===== src/rtl/fmult_seq_pkg.sv =====
`default_nettype none
// ============================================================================
// Module   : fmult_seq_pkg
// Purpose  : Shared widths, product indices and FSM encoding for fmult_seq.
// Revision : 1.0
// ============================================================================
package fmult_seq_pkg;

  localparam int EXP_W  = 4;
  localparam int MANT_W = 6;
  localparam int FLT_W  = 11;
  localparam int COEF_W = 16;
  localparam int NPROD  = 8;
  localparam int CNT_W  = 3;

  localparam logic [CNT_W-1:0] IDX_WA1 = 3'd0;
  localparam logic [CNT_W-1:0] IDX_WA2 = 3'd1;
  localparam logic [CNT_W-1:0] IDX_WB1 = 3'd2;
  localparam logic [CNT_W-1:0] IDX_WB2 = 3'd3;
  localparam logic [CNT_W-1:0] IDX_WB3 = 3'd4;
  localparam logic [CNT_W-1:0] IDX_WB4 = 3'd5;
  localparam logic [CNT_W-1:0] IDX_WB5 = 3'd6;
  localparam logic [CNT_W-1:0] IDX_WB6 = 3'd7;

  typedef enum logic [1:0] {
    ST_IDLE = 2'd0,
    ST_RUN  = 2'd1,
    ST_DONE = 2'd2
  } state_t;

endpackage
`default_nettype wire


===== src/rtl/fmult_core.sv =====
`default_nettype none
// ============================================================================
// Module   : fmult_core
// Purpose  : Combinational G.726 FMULT: 16-bit coefficient times float sample.
// Revision : 1.0
// ============================================================================
module fmult_core
  import fmult_seq_pkg::*;
(
  input  logic [COEF_W-1:0] an,
  input  logic [FLT_W-1:0]  srn,
  output logic [COEF_W-1:0] wn
);

  logic [12:0]       w_anmag;
  logic [EXP_W-1:0]  w_anexp;
  logic [MANT_W-1:0] w_anmant;
  logic              w_ws;
  logic [4:0]        w_wexp;
  logic [7:0]        w_wmant;
  logic [16:0]       w_base;
  logic [14:0]       w_wmag;

  // Magnitude drops the two LSBs; the 13-bit mask folds 0x8000 to zero.
  assign w_anmag = 13'((an[15] ? (16'd0 - an) : an) >> 2);

  always_comb begin
    w_anexp = '0;
    for (int i = 0; i < 13; i++) begin
      if (w_anmag[i]) w_anexp = EXP_W'(i + 1);
    end
  end

  assign w_anmant = (w_anmag == 13'd0) ? 6'd32
                                       : 6'({w_anmag, 6'b0} >> w_anexp);
  assign w_ws     = an[15] ^ srn[10];
  assign w_wexp   = {1'b0, w_anexp} + {1'b0, srn[9:6]};
  assign w_wmant  = 8'(({6'b0, srn[5:0]} * {6'b0, w_anmant} + 12'd48) >> 4);
  assign w_base   = {2'b0, w_wmant, 7'b0};

  // Only WEXP 27/28 shift left; the excess bits wrap away at 15 bits.
  assign w_wmag = 15'((w_wexp <= 5'd26) ? (w_base >> (5'd26 - w_wexp))
                                        : (w_base << (w_wexp - 5'd26)));

  assign wn = w_ws ? (16'd0 - {1'b0, w_wmag}) : {1'b0, w_wmag};

endmodule
`default_nettype wire


===== src/rtl/fmult_seq.sv =====
`default_nettype none
// ============================================================================
// Module   : fmult_seq
// Purpose  : Eight G.726 FMULT products over one shared core, one per cycle.
// Revision : 1.0
// ============================================================================
module fmult_seq
  import fmult_seq_pkg::*;
(
  input  logic              clk,
  input  logic              reset,
  input  logic              start,
  input  logic [COEF_W-1:0] A1, A2,
  input  logic [COEF_W-1:0] B1, B2, B3, B4, B5, B6,
  input  logic [FLT_W-1:0]  SR1, SR2,
  input  logic [FLT_W-1:0]  DQ1, DQ2, DQ3, DQ4, DQ5, DQ6,
  output logic              busy,
  output logic              done,
  output logic [COEF_W-1:0] WA1, WA2,
  output logic [COEF_W-1:0] WB1, WB2, WB3, WB4, WB5, WB6
);

  state_t             r_state, w_state_nxt;
  logic               w_load;
  logic [CNT_W-1:0]   r_cnt;
  logic [COEF_W-1:0]  w_coef_in [NPROD];
  logic [FLT_W-1:0]   w_flt_in  [NPROD];
  logic [COEF_W-1:0]  r_coef    [NPROD];
  logic [FLT_W-1:0]   r_flt     [NPROD];
  logic [COEF_W-1:0]  r_w       [NPROD];
  logic [COEF_W-1:0]  w_prod;

  assign w_coef_in = '{A1, A2, B1, B2, B3, B4, B5, B6};
  assign w_flt_in  = '{SR1, SR2, DQ1, DQ2, DQ3, DQ4, DQ5, DQ6};

  always_ff @(posedge clk or posedge reset) begin
    if (reset) r_state <= ST_IDLE;
    else       r_state <= w_state_nxt;
  end

  always_comb begin
    w_state_nxt = r_state;
    w_load      = 1'b0;
    case (r_state)
      ST_IDLE: if (start) begin
        w_state_nxt = ST_RUN;
        w_load      = 1'b1;
      end
      ST_RUN:  if (r_cnt == IDX_WB6) w_state_nxt = ST_DONE;
      ST_DONE: w_state_nxt = ST_IDLE;
      default: w_state_nxt = ST_IDLE;
    endcase
  end

  fmult_core u_core (
    .an  (r_coef[r_cnt]),
    .srn (r_flt[r_cnt]),
    .wn  (w_prod)
  );

  // Result for index r_cnt lands in its own slot; other slots hold.
  always_ff @(posedge clk or posedge reset) begin
    if (reset) begin
      r_cnt <= '0;
      for (int i = 0; i < NPROD; i++) begin
        r_coef[i] <= '0;
        r_flt[i]  <= '0;
        r_w[i]    <= '0;
      end
    end else if (w_load) begin
      r_cnt  <= '0;
      r_coef <= w_coef_in;
      r_flt  <= w_flt_in;
    end else if (r_state == ST_RUN) begin
      r_cnt        <= r_cnt + 1'b1;
      r_w[r_cnt]   <= w_prod;
    end
  end

  assign busy = (r_state != ST_IDLE);
  assign done = (r_state == ST_DONE);

  assign WA1 = r_w[IDX_WA1];
  assign WA2 = r_w[IDX_WA2];
  assign WB1 = r_w[IDX_WB1];
  assign WB2 = r_w[IDX_WB2];
  assign WB3 = r_w[IDX_WB3];
  assign WB4 = r_w[IDX_WB4];
  assign WB5 = r_w[IDX_WB5];
  assign WB6 = r_w[IDX_WB6];

endmodule
`default_nettype wire


===== config.mk =====
export PLATFORM = sky130hd
export DESIGN_NAME = fmult_seq
export DESIGN_NICKNAME = d
export VERILOG_FILES = /design/src/rtl/fmult_seq_pkg.sv /design/src/rtl/fmult_core.sv /design/src/rtl/fmult_seq.sv
export SDC_FILE = /design/constraint.sdc
export NUM_CORES = 1
export LEC_CHECK = 0
export ABC_AREA = 1
export ABC_CLOCK_PERIOD_IN_PS = 17800
export BUFFER_PORTS_ARGS = -buffer_cell sky130_fd_sc_hd__buf_2
export CELL_PAD_IN_SITES_DETAIL_PLACEMENT = 0
export CELL_PAD_IN_SITES_GLOBAL_PLACEMENT = 1
export CORE_ASPECT_RATIO = 0.7
export CORE_MARGIN = 2
export CORE_UTILIZATION = 45
export CTS_BUF_LIST = sky130_fd_sc_hd__clkbuf_16
export DETAILED_ROUTE_END_ITERATION = 6
export PLACE_DENSITY_LB_ADDON = 0.1
export SKIP_LAST_GASP = 1
export SYNTH_ARGS = -nofsm -noshare
export SYNTH_HDL_FRONTEND = slang
export SYNTH_SLANG_ARGS = --single-unit

===== constraint.sdc =====
create_clock -name clk -period 17.8 [get_ports clk]
set_input_delay 3.56 -clock clk [delete_from_list [all_inputs] [get_ports clk]]
set_output_delay 3.56 -clock clk [all_outputs]
set_load 0.03 [all_outputs]

======== Yosys cells after proc, flatten, opt, wreduce, memory -nomap -nowiden ========
Cells that the tools add are included.
storage, ports and cells
  register bits ........................... 349
  logic and storage cells ................. 88
operators by class
  $add $sub $neg .......................... 7
  multipliers ............................. 1
  order comparisons ....................... 3
  eq/ne operators ......................... 5
  shift-type cells ........................ 3
  muxes and demuxes ....................... 33
  bitwise operators ....................... 3
  reductions and logical operators ........ 7
operators by type and width
  kind                   number
  $bwmux 128             1
  $mux 16                4
  $bmux 16 s3            1
  $demux 16 s3           1
  $mux 4                 12
  $bmux 11 s3            1
  $mux 15                2
  $mux 11                2
  $shr 19x4->6           1
  $sub 1x15->16 const A  1
  $shl 15x5->15          1
  $shr 15x5->15          1
  $sub 1x15->15 const A  1
  $logic_not 13->1       1
  $add 12x6->12 const B  1
  $mul 6x6->12           1
  $mux 3                 2
  $mux 6                 1
  $add 4x4->5            1
  $le 5x5->1 const B     1
  $sub 5x5->5 const A    1
  $sub 5x5->5 const B    1
  $ge 4x4->1 const B     1
  $lt 4x1->1 const B     1
  other kinds (15)       21

======== Logic depth before layout (Yosys ltp) ========
Gate-level depths: netlist (run 1).
  depth in word-level cells ............... 28
  gate-level depth with buffers ........... 65
  mapped depth without buffers ............ 63

======== Cells and area by module ========
A second synthesis (run 1) with hierarchy kept.
unflattened totals
  cells, all modules ...................... 2653
  area, all modules ....................... 19266.0 sq um
modules (own cells, without submodules)
  module      instances  cells an instance  area an instance (sq um)  sequential area each (sq um)
  fmult_seq   1          1994               15577.4                   8733.4
  fmult_core  1          659                3688.5                    0.0

======== Worst setup path before layout (run 1) ========
No wires, ideal clock.
  kind .................................... register to register
  start ................................... reg r_cnt[0]
  end ..................................... reg r_w (netlist bit WB3[14])
  setup time .............................. 0.119 ns
  arrival time ............................ 7.770 ns
  required time ........................... 17.681 ns
  slack ................................... 9.911 ns
  cell stages (with the launch flop) ...... 54
  path buffers ............................ 3
  clock period less this slack ............ 7.889 ns
  cells stage by stage .................... dfrtp_1 buf_6 inv_4 buf_6 nand2_1 nand3_1 nand2_1 nor2_2 nand2_2 nor2_4 nand3_2 nor2_4 nand3_4 nor2_4 nand4_1 nand2_1 xor2_2 nand2_4 [... 18 more ...] nand2_1 nand2_1 a21oi_1 xnor2_1 or2_2 nand2_1 inv_1 nand3_1 nand2_1 a32oi_1 ha_1 nand2_1 nor2_1 nand3_1 nand2_1 nand3_1 nand3_1 nand2_1
between the ends
  cells in the longest elaborated chain, start to end .. 28
  elaborated cells on any way between the ends .. 43
  those cells by class .................... add/sub (6); mul (1); order compare (3); shift (3); mux (26); bitwise (2); reduce/logical (2)
ends and longest elaborated chain
  element                                                RTL line                                           text
  from (decl)                                            fmult_seq.sv:25                                    logic [CNT_W-1:0] r_cnt;
  from (signal assigned)                                 fmult_seq.sv:75                                    r_cnt <= r_cnt + 1'b1;
  $not 3->4 (not written as such) (*)                    fmult_seq.sv:56, fmult_seq.sv:57, fmult_seq.sv:76
  $bmux 16 s3                                            fmult_seq.sv:56                                    .an (r_coef[r_cnt]),
  $mux 16 (not written as such) (2 in a row)             fmult_seq.sv:56
  $sub 1x15->15                                          fmult_core.sv:25                                   assign w_anmag = 13'((an[15] ? (16'd0 - an) : an) >> 2);
  $mux 15                                                fmult_core.sv:25
  $mux 1                                                 fmult_core.sv:30                                   if (w_anmag[i]) w_anexp = EXP_W'(i + 1);
  $mux 4 (12 in a row)                                   fmult_core.sv:30
  $shr 19x4->6                                           fmult_core.sv:35                                   : 6'({w_anmag, 6'b0} >> w_anexp);
  $mux 6                                                 fmult_core.sv:34                                   assign w_anmant = (w_anmag == 13'd0) ? 6'd32
  $mul 6x6->12                                           fmult_core.sv:38                                   assign w_wmant = 8'(({6'b0, srn[5:0]} * {6'b0, w_anmant} + 12'd48) >> 4);
  $add 12x6->12                                          fmult_core.sv:38
  $shl 15x5->15 / $shr 15x5->15 (equally long branches)  fmult_core.sv:43, fmult_core.sv:42
  $mux 15                                                fmult_core.sv:42                                   assign w_wmag = 15'((w_wexp <= 5'd26) ? (w_base >> (5'd26 - w_wexp))
  $sub 1x15->16                                          fmult_core.sv:45                                   assign wn = w_ws ? (16'd0 - {1'b0, w_wmag}) : {1'b0, w_wmag};
  $mux 16                                                fmult_core.sv:45
  $bwmux 128 (*)                                         fmult_seq.sv:76                                    r_w[r_cnt] <= w_prod;
  to (signal, indexed assignment)                        fmult_seq.sv:76
  to (decl)                                              fmult_seq.sv:30                                    logic [COEF_W-1:0] r_w [NPROD];
Every way passes the cells marked *; elsewhere a longest branch is shown, timed or not. The select of a mux whose other input is x is not followed.
A chain may end at the register's enable or synchronous reset.

======== Worst setup path after layout (run 1) ========
  start ................................... reg r_cnt[0]
  end ..................................... reg r_w (netlist bit WB4[8])
The elaborated chain is that of the path after synthesis.

==> run_results.csv, run 1 <==
group,metric,value,unit
setup_path,r2r-end,"WB4[8]",
setup_path,cp_common_cell,"nand2_1",
clock_network,cts_hold_buf,0,
finish,drive_gt1_frac,0.261,
routing,drt-wirelength-per-cell,18.6,µm
synthesis,ys_ff_latch,349,
routing,viasPerCell,5.20,
job,max-cap-violations,0,
sta,max_freq,0.0910,GHz
clock_network,ctsResizeCount,0,
grt,antenna_found_initial,16,
synthesis,synth_cells,2065,
clock_network,root_buffer,"clkbuf_16",
setup_path,slowest_delay,0.87,ns
clock_network,h-tree-depth,2,
die,core-area,0.0397,mm²
routing,routed_wl,54900,µm
grt,gr-total-overflow,0,
clock_network,cts_buffer_depth,3,
sta,hold_viol,0,
synthesis,ys_async_sr_fraction,1.00,
setup_path,r2r_cells,47,
status,status,"finished, final reports clean",
synthesis,synth_ff_type,"dfrtp_1",
placement,dpl.hpwl,39700,µm
die,placementRows,61,
sta,slew_violations,0,
die,start_util,0.455,
synthesis,seq_area_frac_synth,0.483,
routing,num_vias,15300,
clock_network,clk_pin_slew,0.06,ns
clock_network,cts_setup_buffers,0,
synthesis,synth_edf_count,0,
routing,firstDrtPassIters,5,
synthesis,syn-num-nets,2337,
setup_path,rr_startpoint,"r_cnt[0]",
placement,place.gp.congestion,0.867,
grt,track_usage,0.261,
synthesis,netlist_area,0.0181,mm²
grt,grt_pass1_wl,84800,µm
routing,ant_nets,0,
sta,worstMarginPinSlew,1.08,ns
finish,area_growth,18.4,%
finish,final_cell_mix,"490 x nand2_1, 348 x dfrtp_1, 348 x buf_2, 182 x nor2_1, 178 x inv_1",
finish,final_common_cell,"nand2_1",
setup_path,crit_path_end_kind,"flop",
sta,hold_slack,0.476,ns
die,fp.dieW,244,µm
routing,drc,0,
grt,grt_max_degree,205,
clock_network,cts_made_buffers,37,
setup_path,ff2ff_setup_slack,6.82,ns
synthesis,synth_cell_type_count,47,
sta,slew_headroom,0.271,
die,die_area,0.0418,mm²
routing,drt_iter0_drc,1089,
sta,finalSetupTns,0,ns
hold_path,whs_endpoint,"WB4[11]",
synthesis,avgSynthCellArea,8.75,µm²
clock_network,cts_tree,"built",
sta,timing.final.crit_share,0.617,
hold_path,hp-class,"reg -> reg",
setup_path,worstSetupPathType,"reg -> reg",
sta,setup_viol,0,
clock_network,clk_latency,0.54,ns
placement,portBuffers,348,
setup_path,crit_slowest_cell,"dfrtp_4",
die,chipHeight,172,µm
sta,clock_skew,0.0244,ns
setup_path,crit_path_max_fanout,81,
finish,layout.nets,2641,
hold_path,holdCritStartpoint,"WB4[11]",
hold_path,hold_depth,2,
die,ioPinCount,349,
setup_path,startpoint_type,"flop",
grt,grt_pass1_vias,14900,
finish,fin_util,0.539,
synthesis,yosys_warnings,0,
setup_path,worstPathRequired,18.16,ns
sta,rsz0062_at_grt,"false",
sta,finalCriticalPeriod,10.98,ns
setup_path,critPathArrivalTime,11.35,ns
clock_network,clkSinkCount,349,
## critical path: cells and delay by family (launching register included)
kind | cells | cell delay, ns
AND/OR/NAND/NOR | 27 | 3.73
buffers and inverters | 4 | 0.99
flip-flops | 1 | 0.87
adder cells (fa/ha/maj) | 6 | 2.67
AO/OA/AOI/OAI | 7 | 1.31
XOR/XNOR | 3 | 1.21
## how the worst max path moves through the flow
stage                  start  endpoint  slack, ns  cells past startpoint
floorplan              reset    WA1[0]       4.56                      1
global placement    r_cnt[0]    WA1[8]       7.19                     47
detailed placement  r_cnt[0]    WB4[8]       6.86                     47
CTS                 r_cnt[0]    WB4[8]       6.82                     47
global route        r_cnt[0]    WB2[8]       5.71                     47
finish              r_cnt[0]    WB4[8]       6.82                     47
## synth_stat cells (all sizes together) (19+ instances only)
cell type | number | area [µm²]
nand4 | 19 | 119
o21ai | 156 | 803
dfrtp | 349 | 8730
inv | 185 | 697
ha | 34 | 425
a21oi | 123 | 616
mux2 | 148 | 1670
buf | 41 | 238
nand3 | 157 | 828
clkbuf | 50 | 188
nor2 | 196 | 801
nand2 | 510 | 1970
o211ai | 23 | 173
fa | 19 | 380
## logic make-up (layout without fill, tap and decap cells)
| logic type | Yosys count | in the layout | synth area share |
|---|---|---|---|
| and+or+nand+nor | 894 | 894 | 0.210 |
| DFF | 349 | 349 | 0.483 |
| AOI/OAI and AO/OA | 321 | 321 | 0.0960 |
| buffers and inverters | 281 | 614 | 0.0633 |
| muxes | 149 | 149 | 0.0928 |
| adders and majority gates | 53 | 53 | 0.0446 |
| xor gates and xnor gates | 18 | 18 | 0.00956 |
| other | 0 | 15 | 0 |
## final cells by class
type	instances	area, µm²
antenna	15	37.5
tap	535	669
multi-input combinational	1435	8200
timing repair buffer	356	1810
inverter	190	726
sequential	349	8740
clock inverter	30	264
clock buffer	38	951
fill	3813	18300
## metrics by stage
step	setup slack, ns	instance area, µm²	cells
after floorplan	4.56	18100	2065
after global placement	7.19	20100	2865
after detailed placement	6.86	20100	2865
after CTS	6.82	21400	2933
after global routing	5.71	21400	2947
final	6.82	21400	2948
## routing by layer
| metal | vias up | wire length, µm | global-route usage |
|---|---|---|---|
| met5 | - | 30 | 0 |
| met4 | 4 | 1070 | 0.0787 |
| met3 | 77 | 3080 | 0.0423 |
| met2 | 455 | 23800 | 0.382 |
| met1 | 7414 | 26900 | 0.396 |
| li1 | 7368 | - | - |
## registers in the layout (all words and copies together) (netlist names)
| register | count |
|---|---|
| WA1 | 16 |
| WA2 | 16 |
| WB1 | 16 |
| WB2 | 16 |
| WB3 | 16 |
| WB4 | 16 |
| WB5 | 16 |
| WB6 | 16 |
| r_cnt | 3 |
| r_coef | 128 |
| r_flt | 88 |
| r_state | 2 |
Power of run 1 is left out: the tool's default activity adds up to more than one toggle a clock period on the data nets, which glitch-free logic cannot reach.
==> run 2: changes to the inputs <==
--- a/config.mk
+++ b/config.mk
@@ -6,13 +6,13 @@
 export NUM_CORES = 1
 export LEC_CHECK = 0
 export ABC_AREA = 1
-export ABC_CLOCK_PERIOD_IN_PS = 17800
+export ABC_CLOCK_PERIOD_IN_PS = 11430
 export BUFFER_PORTS_ARGS = -buffer_cell sky130_fd_sc_hd__buf_2
 export CELL_PAD_IN_SITES_DETAIL_PLACEMENT = 0
 export CELL_PAD_IN_SITES_GLOBAL_PLACEMENT = 1
 export CORE_ASPECT_RATIO = 0.7
 export CORE_MARGIN = 2
-export CORE_UTILIZATION = 45
+export CORE_UTILIZATION = 42
 export CTS_BUF_LIST = sky130_fd_sc_hd__clkbuf_16
 export DETAILED_ROUTE_END_ITERATION = 6
 export PLACE_DENSITY_LB_ADDON = 0.1
==> constraint.sdc (replaced) <==
create_clock -name clk -period 11.43 [get_ports clk]
set_input_delay 2.286 -clock clk [delete_from_list [all_inputs] [get_ports clk]]
set_output_delay 2.286 -clock clk [all_outputs]
set_load 0.03 [all_outputs]
==> run_results.csv, run 2 (synthesized netlist as in run 1, its figures left out) <==
group,metric,value,unit
finish,largest-register,"r_coef",
placement,dpl.hpwl,41000,µm
clock_network,clk_pin_slew,0.07,ns
setup_path,crit_path_end_kind,"flop",
grt,track_usage,0.250,
finish,seqCellArea,0.00874,mm²
die,core-area,0.0424,mm²
grt,gr-total-overflow,0,
routing,firstDrtPassIters,5,
finish,final_cell_mix,"490 x nand2_1, 348 x dfrtp_1, 348 x buf_2, 181 x nor2_1, 178 x inv_1",
placement,place.gp.congestion,0.878,
sta,worstMarginPinSlew,1.05,ns
clock_network,h-tree-depth,2,
status,status,"finished, final reports clean",
grt,grt_pass1_wl,86000,µm
hold_path,hp-class,"reg -> reg",
sta,setup_viol,0,
clock_network,cts_made_buffers,38,
setup_path,slowest_delay,0.62,ns
sta,slew_headroom,0.302,
setup_path,crit_slowest_cell,"dfrtp_4",
die,placementRows,63,
routing,routed_wl,55800,µm
clock_network,cts_setup_buffers,0,
die,chipHeight,178,µm
job,max-cap-violations,0,
clock_network,cts_buffer_depth,3,
placement,portBuffers,348,
finish,final_common_cell,"nand2_1",
setup_path,worstPathRequired,11.81,ns
setup_path,critPathArrivalTime,10.69,ns
finish,drive_gt1_frac,0.264,
sta,hold_viol,0,
routing,drt_iter0_drc,1143,
die,start_util,0.426,
clock_network,root_buffer,"clkbuf_16",
finish,fillCellCount,4127,
setup_path,crit_path_max_fanout,68,
sta,timing.final.crit_share,0.903,
sta,max_freq,0.0969,GHz
grt,grt_pass1_vias,14900,
routing,drt-wirelength-per-cell,18.8,µm
setup_path,startpoint_type,"flop",
routing,viasPerCell,5.12,
routing,num_vias,15200,
routing,ant_nets,0,
die,die_area,0.0447,mm²
finish,layout.nets,2651,
grt,grt_max_degree,101,
finish,largest_reg_flops,128,
finish,largestRegisters,"r_coef x128, r_flt x88",
sta,clock_skew,0.0199,ns
sta,finalCriticalPeriod,10.32,ns
clock_network,cts_hold_buf,0,
die,ioPinCount,349,
setup_path,cp_common_cell,"nand2_1",
setup_path,worstSetupPathType,"reg -> reg",
sta,rsz0062_at_grt,"false",
sta,finalSetupTns,0,ns
clock_network,clk_latency,0.55,ns
die,fp.dieW,252,µm
clock_network,clkSinkCount,349,
finish,multi_input_area,0.00820,mm²
finish,area_growth,18.4,%
clock_network,cts_tree,"built",
sta,slew_violations,0,
routing,drc,0,
grt,antenna_found_initial,17,
## run 2: final cells by class
cell class              instances  share of cell area
clock inverters                30             0.00900
repair buffers                365              0.0874
diodes                         14             0.00164
inverters                     190              0.0337
multi-input cells            1435               0.383
clock buffers                  38              0.0444
well taps                     552              0.0323
flip-flops and latches        349               0.408
## run 2: per-layer routing
metal / share of wire / vias to the layer above / GRT usage
met5: 0.00048 / - / 0
met4: 0.020 / 4 / 0.0764
met3: 0.052 / 70 / 0.0430
met2: 0.43 / 362 / 0.362
met1: 0.50 / 7406 / 0.379
li1: - / 7393 / -
## run 2: final timing paths
| kind | startpoint | endpoint | slack (ns) | depth (start not counted) |
|---|---|---|---|---|
| hold reg to reg | WA2[12] | WA2[12] | 0.47 | 2 |
| min in group asynchronous | reset | WB3[2] | 1.96 | 2 |
| setup reg to reg | r_cnt[0] | WB5[8] | 1.11 | 47 |
| max in group asynchronous | reset | WB6[14] | 7.18 | 4 |
| setup / recovery | r_cnt[0] | WB5[8] | 1.11 | 47 |
| hold / removal | WA2[12] | WA2[12] | 0.47 | 2 |
## run 2: per-stage QoR
step	hold slack, ns	area, µm²	cells	util	setup WS [ns]
4_1_cts	0.479	21400	2959	0.504	0.965
3_5_place_dp	0.462	20200	2891	0.477	1.01
3_3_place_gp	0.460	20200	2891	0.477	1.32
5_1_grt	0.499	21400	2973	0.505	0.148
2_1_floorplan	0.474	18100	2065	-	3.54
6_report	0.473	21400	2973	0.505	1.11
## run 2: what timing repair did
action                                  4_1_cts  5_1_grt
gates resized for setup                       0        1
hold endpoints to repair                      0        0
endpoints found under the setup margin        0       13
## run 2: worst max-delay path: cells and delay by family (launching register included)
kind | cells | cell delay, ns
simple gates | 27 | 3.46
flops | 1 | 0.62
fa+ha+maj | 6 | 2.66
buf+inv | 4 | 0.78
xor+xnor | 3 | 1.21
compound gates | 7 | 1.35
Power of run 2 is left out for the same reason.
